`config.mk`:
```
export PLATFORM = sky130hd
export DESIGN_NAME = yonga_can_mailbox_regs
export DESIGN_NICKNAME = d
export VERILOG_FILES = /design/src/rtl/yonga_can_mailbox_regs.sv
export SDC_FILE = /design/constraint.sdc
export NUM_CORES = 1
export LEC_CHECK = 0
export BUFFER_PORTS_ARGS = -buffer_cell sky130_fd_sc_hd__buf_2
export CAP_MARGIN = 10
export CORE_MARGIN = 2
export CORE_UTILIZATION = 25
export CTS_BUF_LIST = sky130_fd_sc_hd__clkbuf_8
export CTS_CLUSTER_DIAMETER = 120
export DETAILED_ROUTE_END_ITERATION = 8
export GPL_ROUTABILITY_DRIVEN = 1
export GPL_TIMING_DRIVEN = 0
export PLACE_DENSITY_LB_ADDON = 0.15
export SLEW_MARGIN = 20
export SYNTH_ARGS = -nofsm -noshare
export SYNTH_HDL_FRONTEND = slang
export SYNTH_SLANG_ARGS = --single-unit
```
`constraint.sdc`:
```
create_clock -name clk -period 18.81 [get_ports clk]
set_clock_uncertainty 0.1 [all_clocks]
set_input_delay 1.881 -clock clk [delete_from_list [all_inputs] [get_ports clk]]
set_output_delay 1.881 -clock clk [all_outputs]
set_load 0.01 [all_outputs]
```
`src/rtl/yonga_can_mailbox_regs.sv`:
```
// CAN transmit mailbox register block: bus-mapped configuration, per-mailbox
// message storage, and a lowest-ID-first scheduler that hands frames to the controller.
module yonga_can_mailbox_regs #(
  parameter int NUM_MB    = 4,
  parameter int RETRY_MAX = 3,
  parameter int BITS      = 32
) (
  input  logic            clk,
  input  logic            rst_n,
  input  logic            valid,
  output logic            ready,
  input  logic            wr_en,
  input  logic [7:0]      addr,
  input  logic [BITS-1:0] wdata,
  input  logic [3:0]      wstrb,
  output logic [BITS-1:0] rdata,
  output logic [26:0]     o_baud_cfg,
  output logic            o_cfg_enable,
  output logic            o_send,
  output logic [29:0]     o_msg_id,
  output logic [4:0]      o_msg_cfg,
  output logic [31:0]     o_data1,
  output logic [31:0]     o_data2,
  input  logic [2:0]      i_sts_code,
  output logic            o_irq,
  output logic            o_busy
);

  localparam int IW = (NUM_MB > 1) ? $clog2(NUM_MB) : 1;
  localparam logic [3:0] NMB  = 4'(NUM_MB);
  localparam logic [3:0] RMAX = 4'(RETRY_MAX);

  localparam logic [1:0] S_IDLE   = 2'd0;
  localparam logic [1:0] S_SELECT = 2'd1;
  localparam logic [1:0] S_SEND   = 2'd2;
  localparam logic [1:0] S_WAIT   = 2'd3;

  logic [BITS-1:0]   baud;
  logic              tx_en;
  logic              cfg_en;
  logic [NUM_MB-1:0] pending;
  logic [NUM_MB-1:0] irq_sts;
  logic [NUM_MB-1:0] irq_en;
  logic [29:0]       mb_id  [NUM_MB];
  logic [4:0]        mb_cfg [NUM_MB];
  logic [31:0]       mb_d1  [NUM_MB];
  logic [31:0]       mb_d2  [NUM_MB];

  logic [1:0]        state;
  logic [IW-1:0]     cur;
  logic [3:0]        retry;
  logic [2:0]        last_idx;
  logic [3:0]        last_retry;
  logic [2:0]        last_code;

  logic              access;
  logic              wr_acc;
  logic [3:0]        mb_n;
  logic              mb_hit;
  logic [IW-1:0]     mb_idx;
  logic [5:0]        word;
  logic [BITS-1:0]   wmask;
  logic [BITS-1:0]   wd;
  logic [BITS-1:0]   rd_val;
  logic [BITS-1:0]   merged;
  logic [NUM_MB-1:0] sw_set;
  logic [NUM_MB-1:0] sw_clr;
  logic [NUM_MB-1:0] done_vec;
  logic              sel_found;
  logic [IW-1:0]     sel_idx;
  logic [29:0]       sel_id;
  logic              take;
  logic              retry_go;
  logic              tx_done;
  logic              unused_addr;

  assign access      = valid && !ready;
  assign wr_acc      = access && wr_en;
  assign word        = addr[7:2];
  assign mb_n        = addr[7:4] - 4'd2;
  assign mb_hit      = (addr[7:4] >= 4'd2) && (mb_n < NMB);
  assign mb_idx      = mb_n[IW-1:0];
  assign wmask       = {{8{wstrb[3]}}, {8{wstrb[2]}}, {8{wstrb[1]}}, {8{wstrb[0]}}};
  assign wd          = wdata & wmask;
  assign merged      = (rd_val & ~wmask) | wd;
  assign unused_addr = &{1'b0, addr[1:0]};

  // Read mux doubles as the "old value" for byte-merged writes
  always_comb begin
    rd_val = '0;
    if (mb_hit) begin
      case (addr[3:2])
        2'd0:    rd_val = {2'b00, mb_id[mb_idx]};
        2'd1:    rd_val = {27'd0, mb_cfg[mb_idx]};
        2'd2:    rd_val = mb_d1[mb_idx];
        default: rd_val = mb_d2[mb_idx];
      endcase
    end else begin
      case (word)
        6'h00:   rd_val = baud;
        6'h01:   rd_val = {30'd0, cfg_en, tx_en};
        6'h02:   rd_val[NUM_MB-1:0] = pending;
        6'h03:   rd_val[NUM_MB-1:0] = irq_sts;
        6'h04:   rd_val[NUM_MB-1:0] = irq_en;
        6'h05:   rd_val = {13'd0, last_idx, 4'd0, last_retry, 5'd0, last_code};
        default: rd_val = '0;
      endcase
    end
  end

  assign sw_set = (wr_acc && !mb_hit && word == 6'h02) ? wd[NUM_MB-1:0] : '0;
  assign sw_clr = (wr_acc && !mb_hit && word == 6'h03) ? wd[NUM_MB-1:0] : '0;

  always_ff @(posedge clk or negedge rst_n) begin
    if (!rst_n) begin
      ready  <= 1'b0;
      rdata  <= '0;
      baud   <= '0;
      tx_en  <= 1'b0;
      cfg_en <= 1'b0;
      irq_en <= '0;
      for (int i = 0; i < NUM_MB; i++) begin
        mb_id[i]  <= '0;
        mb_cfg[i] <= '0;
        mb_d1[i]  <= '0;
        mb_d2[i]  <= '0;
      end
    end else begin
      ready <= access;
      rdata <= (access && !wr_en) ? rd_val : '0;
      if (wr_acc) begin
        // Mailbox contents are frozen while queued so the controller sees stable fields
        if (mb_hit) begin
          if (!pending[mb_idx]) begin
            case (addr[3:2])
              2'd0:    mb_id[mb_idx]  <= merged[29:0];
              2'd1:    mb_cfg[mb_idx] <= merged[4:0];
              2'd2:    mb_d1[mb_idx]  <= merged;
              default: mb_d2[mb_idx]  <= merged;
            endcase
          end
        end else begin
          case (word)
            6'h00:   if (cfg_en) baud <= merged;
            6'h01:   {cfg_en, tx_en} <= merged[1:0];
            6'h04:   irq_en <= merged[NUM_MB-1:0];
            default: ;
          endcase
        end
      end
    end
  end

  // Strict less-than keeps the lowest index on equal IDs
  always_comb begin
    sel_found = 1'b0;
    sel_idx   = '0;
    sel_id    = '1;
    for (int i = 0; i < NUM_MB; i++) begin
      if (pending[i] && (!sel_found || mb_id[i] < sel_id)) begin
        sel_found = 1'b1;
        sel_idx   = IW'(i);
        sel_id    = mb_id[i];
      end
    end
  end

  assign take     = (state == S_WAIT) && (i_sts_code != 3'b000);
  assign retry_go = take && (i_sts_code == 3'b010) && (retry < RMAX);
  assign tx_done  = take && !retry_go;

  always_comb begin
    done_vec = '0;
    if (tx_done) done_vec[cur] = 1'b1;
  end

  // Hardware set of an IRQ bit is applied after the software clear, so it wins
  always_ff @(posedge clk or negedge rst_n) begin
    if (!rst_n) begin
      state      <= S_IDLE;
      cur        <= '0;
      retry      <= '0;
      pending    <= '0;
      irq_sts    <= '0;
      last_idx   <= '0;
      last_retry <= '0;
      last_code  <= '0;
    end else begin
      pending <= (pending & ~done_vec) | sw_set;
      irq_sts <= (irq_sts & ~sw_clr) | done_vec;
      case (state)
        S_IDLE: begin
          if (tx_en && !cfg_en && (|pending)) begin
            state <= S_SELECT;
            retry <= '0;
          end
        end
        S_SELECT: begin
          if (sel_found) begin
            cur   <= sel_idx;
            state <= S_SEND;
          end else begin
            state <= S_IDLE;
          end
        end
        S_SEND: state <= S_WAIT;
        S_WAIT: begin
          if (retry_go) begin
            retry <= retry + 4'd1;
            state <= S_SELECT;
          end else if (tx_done) begin
            last_idx   <= 3'(cur);
            last_retry <= retry;
            last_code  <= i_sts_code;
            state      <= S_IDLE;
          end
        end
        default: state <= S_IDLE;
      endcase
    end
  end

  assign o_baud_cfg   = baud[26:0];
  assign o_cfg_enable = cfg_en;
  assign o_send       = (state == S_SEND);
  assign o_busy       = (state == S_SEND) || (state == S_WAIT);
  assign o_irq        = |(irq_sts & irq_en);
  assign o_msg_id     = mb_id[cur];
  assign o_msg_cfg    = mb_cfg[cur];
  assign o_data1      = mb_d1[cur];
  assign o_data2      = mb_d2[cur];

endmodule

```
==> results of run 1 <==
final cells by class:
cell class | count | area, µm²
fill | 11395 | 77720
timing repair buffer | 210 | 1174
antenna | 5 | 12.51
tap | 1488 | 1862
sequential | 492 | 12310
inverter | 57 | 214.0
clock buffer | 122 | 1679
clock inverter | 46 | 276.5
multi-input combinational | 1468 | 14160
buffer | 212 | 1109
metal layers:
layer | vias up | global-route usage | wire length [µm]
met4 | 2 | 0.07187 | 3867
met2 | 796 | 0.3106 | 51870
met3 | 178 | 0.05793 | 9707
met5 | - | 0 | 9
met1 | 10809 | 0.2525 | 46680
li1 | 8884 | - | -
cell families (layout without fill, tap and decap cells):
logic type | Yosys count | in the layout | share of synthesized area
AO/OA/AOI/OAI | 369 | 369 | 0.07898
XOR/XNOR | 2 | 2 | 0.0006305
adder cells (fa/ha/maj) | 86 | 86 | 0.03872
buffers and inverters | 269 | 647 | 0.04728
flip-flops | 492 | 492 | 0.4431
multiplexers | 577 | 577 | 0.3212
other | 0 | 5 | 0
AND/OR/NAND/NOR | 434 | 434 | 0.07015
flip-flops by register name, summed over array words and instances (netlist names), named ones only:
name	count
cur	2
o_cfg_enable	1
tx_en	1
last_idx	2
rdata	32
mb_cfg	20
last_code	3
retry	4
state	1
ready	1
last_retry	4
mb_id	120
mb_d2	128
pending	4
irq_sts	4
baud	32
mb_d1	128
irq_en	4
through the flow:
stage / utilization / cells / total power [mW] / setup slack [ns]
2_1_floorplan: - / 2229 / 1.472 / 11.63
3_3_place_gp: 0.2776 / 3922 / 1.687 / 5.340
3_5_place_dp: 0.2789 / 3927 / 1.698 / 8.568
4_1_cts: 0.2966 / 4095 / 2.836 / 8.518
5_1_grt: 0.2967 / 4096 / 2.926 / 8.213
6_report: 0.2968 / 4100 / 2.794 / 8.547
cell usage in the layout (no fill, tap or decap), types with 8 or more instances in the layout:
master / count
buf_2: 265
clkinv_2: 9
inv_1: 88
buf_6: 10
nand2b_1: 9
mux2_2: 297
buf_1: 15
mux2_4: 40
nand2_1: 100
nand4_1: 12
nor3_1: 11
mux2i_1: 25
clkbuf_1: 81
a22oi_1: 24
buf_4: 42
a21oi_1: 143
mux4_2: 205
o21ai_1: 10
mux2_1: 10
ha_1: 86
clkbuf_8: 122
a211oi_1: 8
o21ai_0: 94
a22o_1: 8
nor2_1: 212
nor2b_1: 39
nand3_1: 16
dfrtp_1: 492
a31oi_1: 23
path summary, 6_finish.rpt:
kind | slack [ns] | from | cells after the start | endpoint
min in group asynchronous | 0.97 | rst_n | 1 | mb_id[10]
min reg2reg | 0.34 | ready | 1 | ready
max reg2reg | 8.55 | pending[0] | 34 | cur[1]
max | 8.55 | pending[0] | 34 | cur[1]
min | 0.34 | ready | 1 | ready
max in group asynchronous | 16.29 | rst_n | 3 | mb_d1[44]
where the power goes:
group,total (mW),internal [mW],switching [mW]
clock network,1.12,0.619,0.498
logic,0.510,0.208,0.302
registers,1.17,1.11,0.0539
==> flow_summary.yaml, run 1 <==
detailed_routing:
  vias_per_cell: 5.041
  drtIter0Drc: 1643
  num_vias: 20669
  drc: 0
  ant_nets: 0
  drt_pass1_iterations: 5
  wl_per_cell_um: 27.35
  wirelength_um: 112100
critical_path:
  path_class: "flop to flop"
  cpMostUsedCell: "o21ai_0"
  cp-end-kind: "flop"
  crit_path_max_fanout: 10
  crit_family: "compound AO/OA/AOI/OAI gates"
  crit_path_top_delay_cell: "clkbuf_1"
  cp.required_ns: 19.37
  cp_slowest_stage_delay_ns: 0.60
  path_buf_inv: 6
  cp.arrival_ns: 10.82
  startpoint_type: "flop"
placement:
  gp_congestion: 0.8729
  hpwlAfterDp_um: 84680
  placed_area_um2: 30830
  io_buffers: 205
pwr:
  leakagePower_nw: 15.56
  ir_worst_vdd_v: 0.00004623
  power.density_nw_per_um2: 85.17
cells_and_area:
  drive_gt1_frac: 0.3913
  nets: 2674
  area_delta_synth_final_pct: 18.04
  final_area_um2: 32800
die:
  start_util: 0.2514
  io-pin-count: 214
  die_area_um2: 113800
  row_count: 122
  coreArea_um2: 110500
  chipHeight_um: 337.4
  die_w_um: 337.4
clock_tree:
  root_buffer: "clkbuf_8"
  cts_inserted_buffers: 96
  postCtsHoldBufs: 0
  post_cts.repair.setup_buffers: 0
  clock-sinks: 492
  cts_tree: "built"
  cts_buffer_depth: 3
  cts_htree_levels: 3
  path_clk_slew_ns: 0.06
  post_cts_resized: 0
  clk_latency_ns: 0.74
sta:
  fmax_mhz: 97.43
  setup_tns_ns: 0
  worst_pin_slew_ns: 1.077
  final_max_slew_viol_count: 0
  grt_setup_unrepaired: "false"
  hold_viol_final: 0
  min_period_over_period: 0.5456
  worst_slew_margin_rel: 0.2822
  fin_crit_ns: 10.26
  finalSetupViolations: 0
  fin_hold_ws_ns: 0.3425
global_route:
  grt_usage: 0.1959
  antenna_found_initial: 7
  grt-ovfl-total: 0
  grt_start_max_net_pins: 99
  grt_pass1_vias: 21617
  grt_pass1_wl_um: 158800
flow_run:
  cap_violations: 0
worst_hold_path:
  min_path_type: "flop to flop"
synthesis:
  synth_most_common_cell: "dfrtp_1"
  syn_avg_cell_area_um2: 12.47
  yosysSeqAreaShare: 0.4431
  syn_area_um2: 27790
  yosysWarnings: 0
  synth_edf_count: 0
  yosys.area.top_type: "dfrtp_1"
  synth_area_leaders: "dfrtp_1 (44%), mux4_2 (17%), mux2_2 (12%)"
  ys_seq_elements: 492
  yosys-top-cells-count: "dfrtp_1 (492), mux2_2 (297), nor2_1 (212)"
  synth_nets: 2366
  ys_types: 69
  synthArstFlopShare: 1.000
  synth_top_flop_cell: "dfrtp_1"
  netlist_instances: 2229
  yosysTopAreaCellShare: 0.4431
outcome:
  status: "completed"
Power figures use the tool's default switching activity.
==> run 2: changes to the inputs <==
clock period = 9.2 ns   (was 18.81 ns; I/O delays follow)
==> flow_summary.yaml, run 2 (synthesis gave the netlist of run 1 again) <==
outcome:
  status: "completed"
detailed_routing:
  ant_nets: 0
  wl_per_cell_um: 27.39
  drtIter0Drc: 1667
  vias_per_cell: 5.043
  wirelength_um: 112300
  drt_pass1_iterations: 5
  drc: 0
  num_vias: 20683
pwr:
  power.density_nw_per_um2: 174.1
  ir_worst_vdd_v: 0.00009455
  finalPower_mw: 5.719
  leakagePower_nw: 15.58
critical_path:
  cp_slowest_stage_delay_ns: 0.58
  cp.required_ns: 9.77
  crit_path_top_delay_cell: "or4bb_1"
  cpMostUsedCell: "o21ai_0"
  crit_path_max_fanout: 10
  cp.arrival_ns: 9.54
  path_class: "flop to flop"
  cp-end-kind: "flop"
  startpoint_type: "flop"
die:
  io-pin-count: 214
  start_util: 0.2514
  die_area_um2: 113800
  row_count: 122
  chipHeight_um: 337.4
  coreArea_um2: 110500
  die_w_um: 337.4
global_route:
  grt-ovfl-total: 0
  grt_start_max_net_pins: 99
  grt_pass1_wl_um: 158800
  antenna_found_initial: 7
  grt_usage: 0.1959
  grt_pass1_vias: 21618
clock_tree:
  cts_inserted_buffers: 96
  clk_latency_ns: 0.74
  root_buffer: "clkbuf_8"
  cts_htree_levels: 3
  clock-sinks: 492
  cts_buffer_depth: 3
  path_clk_slew_ns: 0.06
  cts_tree: "built"
sta:
  finalSetupViolations: 0
  fmax_mhz: 111.5
  worst_pin_slew_ns: 1.071
  setup_ws_ns: 0.2292
  final_max_slew_viol_count: 0
  min_period_over_period: 0.9751
  grt_setup_unrepaired: "false"
  hold_viol_final: 0
  worst_slew_margin_rel: 0.2859
  setup_tns_ns: 0
  fin_crit_ns: 8.971
  fin_hold_ws_ns: 0.3425
placement:
  place_inst: 3927
  hpwlAfterDp_um: 84680
  post-place-ws_ns: -1.042
  placed_area_um2: 30830
  io_buffers: 205
  gp_congestion: 0.8729
cells_and_area:
  largestRegisters: "mb_d1: 128 flops, mb_d2: 128 flops, mb_id: 120 flops"
  nets: 2675
  final_common_cell: "dfrtp_1"
  area_delta_synth_final_pct: 18.24
  drive_gt1_frac: 0.3949
  fillers: 11395
  final_area_um2: 32860
  most-common-layout-cells: "dfrtp_1 (492), mux2_2 (297), buf_2 (264)"
  instances_no_fill: 4101
  fin_util: 0.2973
worst_hold_path:
  min_path_type: "flop to flop"
flow_run:
  cap_violations: 0
==> run 2: cell types whose count changed in the layout (fill, tap and decap cells not counted), sizes merged <==
cell and change:
buf -1, clkbuf +1, dlygate4sd3 +1
==> run 2: area by class of cell <==
cell class | count | area [µm²] | share of cell area
inverters | 57 | 214.0 | 0.006512
flip-flops and latches | 492 | 12310 | 0.3747
multi-input cells | 1468 | 14190 | 0.4318
repair buffers | 211 | 1184 | 0.03602
clock buffers | 122 | 1679 | 0.05110
clock inverters | 46 | 276.5 | 0.008416
well taps | 1488 | 1862 | 0.05666
plain buffers | 212 | 1131 | 0.03442
diodes | 5 | 12.51 | 0.0003808
==> run 2: worst paths after layout <==
check / end / start / cells after the start / slack (ns)
max: cur[1] / pending[0] / 33 / 0.23
min: ready / ready / 1 / 0.34
max reg2reg: cur[1] / pending[0] / 33 / 0.23
min reg2reg: ready / ready / 1 / 0.34
max in group asynchronous: mb_d1[44] / rst_n / 4 / 7.04
min in group asynchronous: mb_id[10] / rst_n / 2 / 0.61
==> run 2: metal layers <==
layer / share of wire / track usage
met1: 0.42 / 0.2525
met4: 0.035 / 0.07187
met3: 0.085 / 0.05793
met2: 0.46 / 0.3106
met5: 0.000080 / 0
==> run 2: timing repair <==
action	CTS	global route
hold endpoints to repair	43	0
endpoints found under the setup margin	2	2
gates resized for setup	11	10
hold buffers	1	0
setup buffers	0	0
pin swaps	0	1
==> run 2: report_power, final <==
part	switching, mW	internal (mW)	total (mW)	leakage, nW
clock	1.02	1.26	2.29	1.13
combinational	0.619	0.428	1.05	7.75
sequential	0.110	2.28	2.39	6.70
==> run 2: worst max-delay path: cells and delay by family (launching register included) <==
| family | cells | cell delay, ns |
|---|---|---|
| AOI/OAI and AO/OA | 16 | 3.84 |
| adders and majority gates | 3 | 0.94 |
| buffers and inverters | 6 | 1.42 |
| DFF | 1 | 0.39 |
| muxes | 1 | 0.35 |
| and+or+nand+nor | 7 | 1.82 |
